[config.mk]
export PLATFORM = sky130hd
export DESIGN_NAME = lfsr_prbs_gen
export DESIGN_NICKNAME = d
export VERILOG_FILES = /design/src/rtl/lfsr_pkg.sv /design/src/rtl/lfsr_step.sv /design/src/rtl/lfsr_prbs_gen.sv
export SDC_FILE = /design/constraint.sdc
export NUM_CORES = 1
export LEC_CHECK = 0
export CORE_ASPECT_RATIO = 1.5
export CORE_MARGIN = 3
export CORE_UTILIZATION = 50
export DETAILED_ROUTE_END_ITERATION = 7
export PLACE_DENSITY = 0.85
export SLEW_MARGIN = 10
export SYNTH_ARGS = -nofsm -noshare
export SYNTH_HDL_FRONTEND = slang
export SYNTH_SLANG_ARGS = --single-unit
[constraint.sdc]
create_clock -name clk -period 3.1 [get_ports clk]
set_input_delay 0.62 -clock clk [delete_from_list [all_inputs] [get_ports clk]]
set_output_delay 0.62 -clock clk [all_outputs]
set_load 0.01 [all_outputs]
[src/rtl/lfsr_pkg.sv]
// Shared types and default polynomial/seed constants for the LFSR PRBS generator.
package lfsr_pkg;

    typedef enum logic [0:0] {
        LFSR_FIB = 1'b0,
        LFSR_GAL = 1'b1
    } lfsr_mode_e;

    localparam logic [3:0]  LFSR_TAPS_4  = 4'b1001;
    localparam logic [7:0]  LFSR_TAPS_8  = 8'hB8;
    localparam logic [15:0] LFSR_TAPS_16 = 16'hB400;
    localparam logic [31:0] LFSR_TAPS_32 = 32'hA300_0000;

    localparam logic [3:0]  LFSR_SEED_4  = 4'h1;
    localparam logic [7:0]  LFSR_SEED_8  = 8'h5A;
    localparam logic [15:0] LFSR_SEED_16 = 16'hA2C1;
    localparam logic [31:0] LFSR_SEED_32 = 32'h1D87_2B41;

endpackage

[src/rtl/lfsr_step.sv]
// One combinational LFSR sub-step: emits s_in[0] and produces the shifted state.
module lfsr_step
    import lfsr_pkg::*;
#(
    parameter int               WIDTH = 16,
    parameter logic [WIDTH-1:0] TAPS  = LFSR_TAPS_16,
    parameter lfsr_mode_e       MODE  = LFSR_FIB
) (
    input  logic [WIDTH-1:0] s_in,
    output logic [WIDTH-1:0] s_out,
    output logic             out_bit
);

    always_comb begin
        out_bit = s_in[0];
        if (MODE == LFSR_FIB) begin
            s_out = {^(s_in & TAPS), s_in[WIDTH-1:1]};
        end else begin
            s_out = (s_in >> 1) ^ (s_in[0] ? TAPS : '0);
        end
    end

endmodule

[src/rtl/lfsr_prbs_gen.sv]
// PRBS generator: STEP chained LFSR sub-steps per enabled cycle, with seed load,
// zero-seed rejection and wrap detection against the most recently loaded seed.
module lfsr_prbs_gen
    import lfsr_pkg::*;
#(
    parameter int               WIDTH = 16,
    parameter logic [WIDTH-1:0] TAPS  = LFSR_TAPS_16,
    parameter lfsr_mode_e       MODE  = LFSR_FIB,
    parameter int               STEP  = 1,
    parameter logic [WIDTH-1:0] SEED  = LFSR_SEED_16
) (
    input  logic             clk,
    input  logic             nrst,
    input  logic             en,
    input  logic             load,
    input  logic [WIDTH-1:0] seed_in,
    output logic [STEP-1:0]  dout,
    output logic             vld,
    output logic [WIDTH-1:0] state,
    output logic             wrap,
    output logic             lockup
);

    if (WIDTH < 3 || WIDTH > 32 || STEP < 1 || STEP > WIDTH || TAPS == '0 || SEED == '0)
    begin : g_bad_cfg
        $fatal(1, "lfsr_prbs_gen: illegal WIDTH/STEP/TAPS/SEED");
    end

    logic [WIDTH-1:0] state_q, state_d;
    logic [WIDTH-1:0] ref_q, ref_d;
    logic [STEP-1:0]  dout_q, dout_d;
    logic             vld_q, vld_d;
    logic             wrap_q, wrap_d;
    logic             lockup_q, lockup_d;

    logic [WIDTH-1:0] chain [STEP+1];
    logic [STEP-1:0]  adv_bits;

    assign chain[0] = state_q;

    for (genvar k = 0; k < STEP; k++) begin : g_step
        lfsr_step #(
            .WIDTH (WIDTH),
            .TAPS  (TAPS),
            .MODE  (MODE)
        ) u_step (
            .s_in    (chain[k]),
            .s_out   (chain[k+1]),
            .out_bit (adv_bits[k])
        );
    end

    always_comb begin
        // NOTE: every _d gets a default first so no path leaves it unassigned (no latch).
        state_d  = state_q;
        ref_d    = ref_q;
        dout_d   = dout_q;
        vld_d    = 1'b0;
        wrap_d   = 1'b0;
        lockup_d = 1'b0;
        if (load) begin
            if (seed_in == '0) begin
                state_d  = SEED;
                ref_d    = SEED;
                lockup_d = 1'b1;
            end else begin
                state_d = seed_in;
                ref_d   = seed_in;
            end
        end else if (en) begin
            // A degenerate tap mask could collapse to zero; fall back to SEED instead.
            state_d = (chain[STEP] == '0) ? SEED : chain[STEP];
            dout_d  = adv_bits;
            vld_d   = 1'b1;
            wrap_d  = (state_d == ref_q);
        end
    end

    // NOTE: non-blocking assignments so every flop samples pre-edge values.
    always_ff @(posedge clk or negedge nrst) begin
        if (!nrst) begin
            state_q  <= SEED;
            ref_q    <= SEED;
            dout_q   <= '0;
            vld_q    <= 1'b0;
            wrap_q   <= 1'b0;
            lockup_q <= 1'b0;
        end else begin
            state_q  <= state_d;
            ref_q    <= ref_d;
            dout_q   <= dout_d;
            vld_q    <= vld_d;
            wrap_q   <= wrap_d;
            lockup_q <= lockup_d;
        end
    end

    assign state  = state_q;
    assign dout   = dout_q;
    assign vld    = vld_q;
    assign wrap   = wrap_q;
    assign lockup = lockup_q;

endmodule

==> flow_metrics.tcl, run 1 <==
set metrics [dict create \
    clockBufferDepth 2 \
    setup_slack_ns 0.865 \
    routedWlPerCell_um 16.5 \
    crit_type "in2reg" \
    syn_avg_cell_area_um2 9.98 \
    clock.fmax_ghz 0.447 \
    regToRegStartpoint "state[1]" \
    cts-htree-levels 2 \
    p_leak_nw 0.977 \
    hold_violations 0 \
    antenna_found_initial 0 \
    ys_types 35 \
    cts_resized 0 \
    finalNonFillerCells 264 \
    slew_violations 0 \
    cp_slowest_cell "clkdlybuf4s50_1" \
    synth-compound-area-share 0.155 \
    area_delta_synth_final_pct 28.9 \
    critPathArrivalTime_ns 2.45 \
    maxSlewHeadroom 0.706 \
    core_mm2 0.00345 \
    cp-end-kind "flop" \
    drc 0 \
    rows 26 \
    tightestPinTransition_ns 0.441 \
    dpl-instance-area_mm2 0.00223 \
    post_cts_buffers 0 \
    cts_hold_buf 0 \
    fin_util 0.676 \
    finalSetupViolCount 0 \
    period_needed_ns 2.23 \
    wirelength_um 4350 \
    ys_ff_latch 36 \
    clk_pin_slew_ns 0.08 \
    synth_top_area_frac 0.332 \
    crit_start "load" \
    vias 1506 \
    critPathLaunchType "primary input" \
    ioPinCount 40 \
    die_h_um 79.6 \
    skew_ns 0.0130 \
    p_per_area_mw_per_mm2 520 \
    synth_top_family_by_area "compound AO/OA/AOI/OAI gates" \
    hp-start "ref_q[0]" \
    final_area_mm2 0.00233 \
    placedCellCount 256 \
    yosysMostFrequentCell "o21ai_0" \
    synth_flop_cell "dfrtp_1" \
    grt_pass1_vias 1516 \
    critPathMaxStageDelay_ns 0.51 \
    yosys-top-cells-count "o21ai_0, dfrtp_1, nand2_1" \
    post_synth_fa_ha_maj_area_fraction 0 \
    rsz0062_at_grt "false" \
    grt_first_pass_wirelength_um 7070 \
    drt-pass1-iter-count 4 \
    pre_cts_slack_ns 0.542 \
    synth_edf_count 0 \
    fin_nets 241 \
    clock-sinks 36 \
    yosys.area_share.simple 0.126 \
    syn_inst 181 \
    synthTopCellsByArea "dfrtp_1, dfstp_2, o21ai_0" \
    cp.required_ns 3.32 \
    cp_cell_sequence "clkdlybuf4s50_1 -> buf_4 -> nor2b_1 -> nand2_1 -> or3_4 -> inv_2 -> o32ai_1 -> o21ai_0" \
    hold_class "reg2reg" \
    dieArea_mm2 0.00439 \
    max_cap_violations 0 \
    ant_nets 0 \
    synthXorXnorAreaFrac 0.0727 \
    vdd_ir_drop_max_uv 396 \
    port_buffers 39 \
    synth_area_leader_cell "dfrtp_1" \
    synth_fp_nets 201 \
    setup_tns_ns 0 \
    fp.dieW_um 55.1 \
    cts.root.buffer_cell "clkbuf_8" \
    vias_per_cell 5.70 \
    crit_fanout 16 \
    holdWs_ns 0.498 \
    syn_area_mm2 0.00181 \
    cts_buffers 5 \
    grt_overflow_total 0 \
    place_congestion 0.926 \
    drive_above_1_share 0.135 \
    status "finished clean" \
    clock_latency_ns 0.30 \
    start_util 0.524 \
    yosys_warnings 0 \
    power_mw 1.21 \
    async_flop_share 1.00 \
    diodes 0 \
    final.fill_count 288 \
    synthMuxAreaShare 0.0845 \
    grt_use_total 0.228 \
    first_iter_violations 73 \
    dp_hpwl_um 3250 \
    fin_crit_sh 0.721 \
    grt_max_degree 37 \
    seq_area_um2 916 \
    cts_tree "yes" \
    ys_seq_area_frac 0.507 \
    multi_input_area_um2 792 \
]
worst paths after layout:
path	endpoint	slack [ns]	cells after the start
max	state[15]	0.87	8
min in group asynchronous	wrap	0.72	2
max reg2reg	wrap	1.26	4
min reg2reg	ref_q[0]	0.50	2
min	ref_q[0]	0.50	2
max in group asynchronous	ref_q[9]	2.02	2
where the power goes:
| group | leakage (nW) | switching, mW | total, mW | internal (mW) |
|---|---|---|---|---|
| logic | 0.505 | 0.117 | 0.259 | 0.141 |
| registers | 0.421 | 0.0578 | 0.586 | 0.528 |
| clock network | 0.0515 | 0.163 | 0.366 | 0.203 |
per-layer routing:
| metal | share of wire | vias to the layer above | GRT usage | routed length [um] |
|---|---|---|---|---|
| met5 | 0 | - | 0 | 0 |
| met4 | 0.022 | 0 | 0.0900 | 94 |
| met3 | 0.063 | 6 | 0.0467 | 274 |
| met1 | 0.40 | 723 | 0.290 | 1740 |
| met2 | 0.52 | 59 | 0.367 | 2240 |
| li1 | - | 718 | - | - |
sequential cells by signal, summed over array words and instances (netlist names):
| signal | flops |
|---|---|
| wrap | 1 |
| ref_q | 16 |
| dout | 1 |
| lockup | 1 |
| state | 16 |
| vld | 1 |
area by class of cell:
cell class                      instances  share of cell area
Multi-Input combinational cell        122               0.340
Tap cell                               42              0.0226
Sequential cell                        36               0.393
Inverter                               13              0.0209
Timing Repair Buffer                   43               0.180
Clock buffer                            8              0.0430
worst max-delay path, delay by kind of cell:
kind | cells | cell delay (ns)
and+or+nand+nor | 3 | 0.69
buffers and inverters | 3 | 0.87
AOI/OAI and AO/OA | 2 | 0.27
layout by cell type, fill, tap and decap left out, types with 2 or more instances in the layout:
| cell type | count |
|---|---|
| a32oi_1 | 2 |
| clkdlybuf4s50_1 | 39 |
| xnor2_1 | 10 |
| nor3_1 | 4 |
| inv_1 | 12 |
| nor2b_1 | 3 |
| o32ai_1 | 4 |
| buf_4 | 4 |
| mux2i_1 | 13 |
| mux2_2 | 2 |
| a21oi_1 | 2 |
| dfstp_2 | 12 |
| clkbuf_8 | 7 |
| nor4_1 | 7 |
| dfrtp_1 | 24 |
| o21ai_0 | 28 |
| nor2_1 | 5 |
| xor2_1 | 5 |
| nand2_1 | 20 |
| nand4_1 | 2 |
| o21ai_1 | 3 |
kinds of logic after synthesis:
kind of cell	Yosys count
AND/OR/NAND/NOR	46
flip-flops	36
AO/OA/AOI/OAI	46
multiplexers	15
buffers and inverters	23
XOR/XNOR	15
No activity file was read; power rests on OpenSTA's default activity.
==> run 2: changes to the inputs <==
- clock period: 3.1 -> 2.1 ns (I/O delays scaled with it)
==> run 2 against run 1 <==
Net effect: sequential power rose by 47%; total power grew 44%; largest cell class unchanged; highest routed layer unchanged; register-to-register slack got worse by 1.0 ns.
==> flow_metrics.tcl, run 2 (synthesis gave the netlist of run 1 again) <==
set metrics [dict create \
    slew_violations 0 \
    crit_type "in2reg" \
    grt_pass1_vias 1626 \
    cts-htree-levels 2 \
    hold_class "reg2reg" \
    p_per_area_mw_per_mm2 721 \
    drc 0 \
    power_mw 1.75 \
    cts.root.buffer_cell "clkbuf_8" \
    critPathLaunchType "primary input" \
    grt_max_degree 37 \
    rows 26 \
    rsz0062_at_grt "false" \
    status "finished clean" \
    p_leak_nw 1.04 \
    hold_violations 0 \
    final_common_cell "clkdlybuf4s50_1" \
    final_area_mm2 0.00242 \
    area_delta_synth_final_pct 34.1 \
    max_cap_violations 0 \
    tightestPinTransition_ns 0.436 \
    clock.fmax_ghz 0.519 \
    cts_tree "yes" \
    grt_overflow_total 0 \
    start_util 0.524 \
    period_needed_ns 1.93 \
    grt_use_total 0.235 \
    port_buffers 39 \
    fp.dieW_um 55.1 \
    first_iter_violations 71 \
    vias 1582 \
    dp_hpwl_um 3260 \
    skew_ns 0.0101 \
    maxSlewHeadroom 0.709 \
    vias_per_cell 5.69 \
    ant_nets 0 \
    drive_above_1_share 0.186 \
    wirelength_um 4530 \
    finalSetupViolCount 0 \
    dpl-instance-area_mm2 0.00233 \
    cts_buffers 5 \
    antenna_found_initial 0 \
    diodes 0 \
    routedWlPerCell_um 16.3 \
    mostFrequentLayoutCells "clkdlybuf4s50_1, o21ai_0, dfrtp_1, nand2_1, buf_4" \
    core_mm2 0.00345 \
    setup_tns_ns 0 \
    cp-end-kind "flop" \
    clockBufferDepth 2 \
    crit_fanout 11 \
    final.fill_count 275 \
    dieArea_mm2 0.00439 \
    cp.required_ns 2.32 \
    ioPinCount 40 \
    vdd_ir_drop_max_uv 606 \
    clock-sinks 36 \
    drt-pass1-iter-count 4 \
    clk_pin_slew_ns 0.07 \
    critPathArrivalTime_ns 2.15 \
    place_congestion 0.846 \
    clock_latency_ns 0.29 \
    die_h_um 79.6 \
    grt_first_pass_wirelength_um 7360 \
    fin_nets 255 \
    fin_crit_sh 0.917 \
]
==> run 2: worst max-delay path: stages <==
cell and delay [ns]:
clkdlybuf4s50_1 0.43, nor4_1 0.28, buf_4 0.15, nand2_1 0.04
or3_4 0.37, inv_2 0.15, o32ai_1 0.13, o21ai_0 0.17
==> run 2: metrics by stage <==
stage	instances	utilization	hold WS, ns	worst slack, ns
4_1_cts	278	0.701	0.505	0.128
3_3_place_gp	270	0.677	0.484	-0.0532
3_5_place_dp	270	0.677	0.493	-0.123
6_report	278	0.702	0.511	0.174
5_1_grt	278	0.702	0.526	0.0355
2_1_floorplan	181	-	0.124	0.462
==> run 2: repair_timing <==
item,4_1_cts,5_1_grt
resized for setup,0,1
hold buffers,0,0
setup endpoints to repair,0,1
setup buffers,0,0
==> run 2: layer usage <==
layer  global-route usage  wire length, um  vias up
met5                    0                0        -
met2                0.383             2300       74
li1                     -                -      746
met3               0.0561              275       12
met4                0.124              155        0
met1                0.275             1800      750
==> run 2: path summary, 6_finish.rpt <==
check | from | endpoint | slack [ns] | cells past startpoint
max reg2reg | state[15] | wrap | 0.22 | 5
min | ref_q[0] | ref_q[0] | 0.51 | 2
max | seed_in[4] | state[15] | 0.17 | 8
min in group asynchronous | nrst | wrap | 0.53 | 2
min reg2reg | ref_q[0] | ref_q[0] | 0.51 | 2
max in group asynchronous | nrst | ref_q[13] | 1.22 | 2
==> run 2: layout make-up <==
| type | instances | area [um^2] | area share |
|---|---|---|---|
| Sequential cell | 36 | 916 | 0.378 |
| Multi-Input combinational cell | 122 | 798 | 0.330 |
| Timing Repair Buffer | 57 | 526 | 0.217 |
| Clock buffer | 7 | 76.3 | 0.0315 |
| Tap cell | 42 | 52.6 | 0.0217 |
| Inverter | 13 | 48.8 | 0.0201 |
| Clock inverter | 1 | 5.00 | 0.00207 |
==> run 2: power breakdown <==
group          switching (mW)  internal, mW  total [mW]
clock                   0.240         0.233       0.473
combinational           0.186         0.225       0.411
sequential             0.0832         0.779       0.863
total                   0.509          1.24        1.75
==> run 3: changes to the inputs <==
- CORE_MARGIN: 3 -> unset
==> run 3 against run 2 <==
Net effect: core utilization is essentially flat; via count shrank 1.6%; maximum frequency shrank 2.1%; critical endpoint unchanged; largest cell class unchanged.
==> flow_metrics.tcl, run 3 (synthesis gave the netlist of run 1 again) <==
set metrics [dict create \
    max_cap_violations 0 \
    clk_pin_slew_ns 0.07 \
    hp-start "ref_q[0]" \
    hold_depth 2 \
    critPathArrivalTime_ns 2.17 \
    cts_buffers 5 \
    vias_per_cell 5.68 \
    maxSlewHeadroom 0.700 \
    tightestPinTransition_ns 0.447 \
    area_delta_synth_final_pct 32.9 \
    ff2ff_path_depth 4 \
    crit_fanout 11 \
    grt_pass1_vias 1510 \
    grt_max_degree 44 \
    antenna_found_initial 0 \
    ioPinCount 40 \
    wl_met3_um 276 \
    grt_use_total 0.255 \
    r2r_end "wrap" \
    dr.max_layer_used "met4" \
    mostFrequentLayoutCells "clkdlybuf4s50_1, o21ai_0, dfrtp_1, nand2_1, buf_4" \
    cts.root.buffer_cell "clkbuf_8" \
    critPathLaunchType "primary input" \
    start_util 0.529 \
    place_congestion 0.845 \
    skew_ns 0.00243 \
    die_h_um 75.6 \
    cts_tree "yes" \
    final_common_cell "clkdlybuf4s50_1" \
    clock-sinks 36 \
    clock_latency_ns 0.28 \
    rsz0062_at_grt "false" \
    final_area_mm2 0.00240 \
    period_needed_ns 1.97 \
    cp-end-kind "flop" \
    grt_overflow_total 0 \
    rows 26 \
    diodes 0 \
    dp_hpwl_um 3130 \
    vias 1556 \
    power_mw 1.77 \
    regToRegStartpoint "state[4]" \
    drive_above_1_share 0.172 \
    met1_length_um 1720 \
    slew_violations 0 \
    wl_met2_um 2180 \
    cts_hold_buf 0 \
    drc 0 \
    crit_type "in2reg" \
    grt_first_pass_wirelength_um 7020 \
    cts-htree-levels 2 \
    hold_violations 0 \
    min_to "ref_q[0]" \
    clock.fmax_ghz 0.508 \
    fp.dieW_um 51.1 \
    ant_nets 0 \
    clockBufferDepth 2 \
    fin_nets 251 \
    vdd_ir_drop_max_uv 646 \
    fin_util 0.703 \
    dpl-instance-area_mm2 0.00230 \
    cp.required_ns 2.30 \
    wirelength_um 4360 \
    routedWlPerCell_um 15.9 \
    setup_slack_ns 0.133 \
    first_iter_violations 76 \
    hold_class "reg2reg" \
    drt-pass1-iter-count 4 \
    pre_cts_slack_ns -0.122 \
    p_per_area_mw_per_mm2 736 \
    p_leak_nw 1.02 \
    rrSetupSlack_ns 0.21 \
    fin_crit_sh 0.937 \
    dieArea_mm2 0.00386 \
    core_mm2 0.00342 \
    port_buffers 39 \
    finalSetupViolCount 0 \
    status "finished clean" \
]
-- run 3: cell count changes in the layout (fill, tap and decap cells not counted), sizes merged --
cell    change
buf         -4
clkinv      -1
clkbuf      +1
-- run 3: final cells by class --
| class | count | area [um^2] |
|---|---|---|
| timing repair buffer | 53 | 495 |
| multi-input combinational | 122 | 798 |
| fill | 263 | 1010 |
| clock buffer | 8 | 90.1 |
| tap | 42 | 52.6 |
| sequential | 36 | 916 |
| inverter | 13 | 48.8 |
-- run 3: repair_timing --
item                                    in CTS  in global routing
endpoints found under the setup margin       0                  1
buffers inserted                             0                  0
resized for setup                            0                  1
-- run 3: how the worst max path moves through the flow --
stage                     startpoint  cells past startpoint        end  slack [ns]
after floorplan            state[13]                      6       wrap        0.46
after global placement          load                      7  state[15]       -0.09
after detailed placement        load                      7  state[15]       -0.12
after CTS                       load                      7  state[15]        0.14
after global routing            load                      7  state[15]        0.04
final                           load                      7  state[15]        0.13
-- run 3: per-layer routing --
metal	up-vias	GRT usage
met5	-	0
met4	0	0.179
met3	16	0.0359
met2	74	0.418
met1	729	0.310
li1	737	-
-- run 3: worst max-delay path, cell delays in order --
cell,delay (ns)
clkdlybuf4s50_1,0.58
nor2b_1,0.23
nand2_1,0.08
or3_4,0.40
inv_2,0.15
o32ai_1,0.11
o21ai_0,0.19
-- run 3: stage by stage --
stage               hold WS, ns  TNS, ns  std cells
floorplan                 0.124        0        181
detailed placement        0.499   -0.478        266
global route              0.537        0        274
CTS                       0.509        0        274
global placement          0.484   -0.353        266
finish                    0.509        0        274
-- run 3: where the power goes --
part	internal, mW	leakage (nW)	switching [mW]	total (mW)
combinational	0.221	0.555	0.185	0.405
clock	0.267	0.0455	0.231	0.498
sequential	0.780	0.421	0.0838	0.863
total	1.27	1.02	0.499	1.77
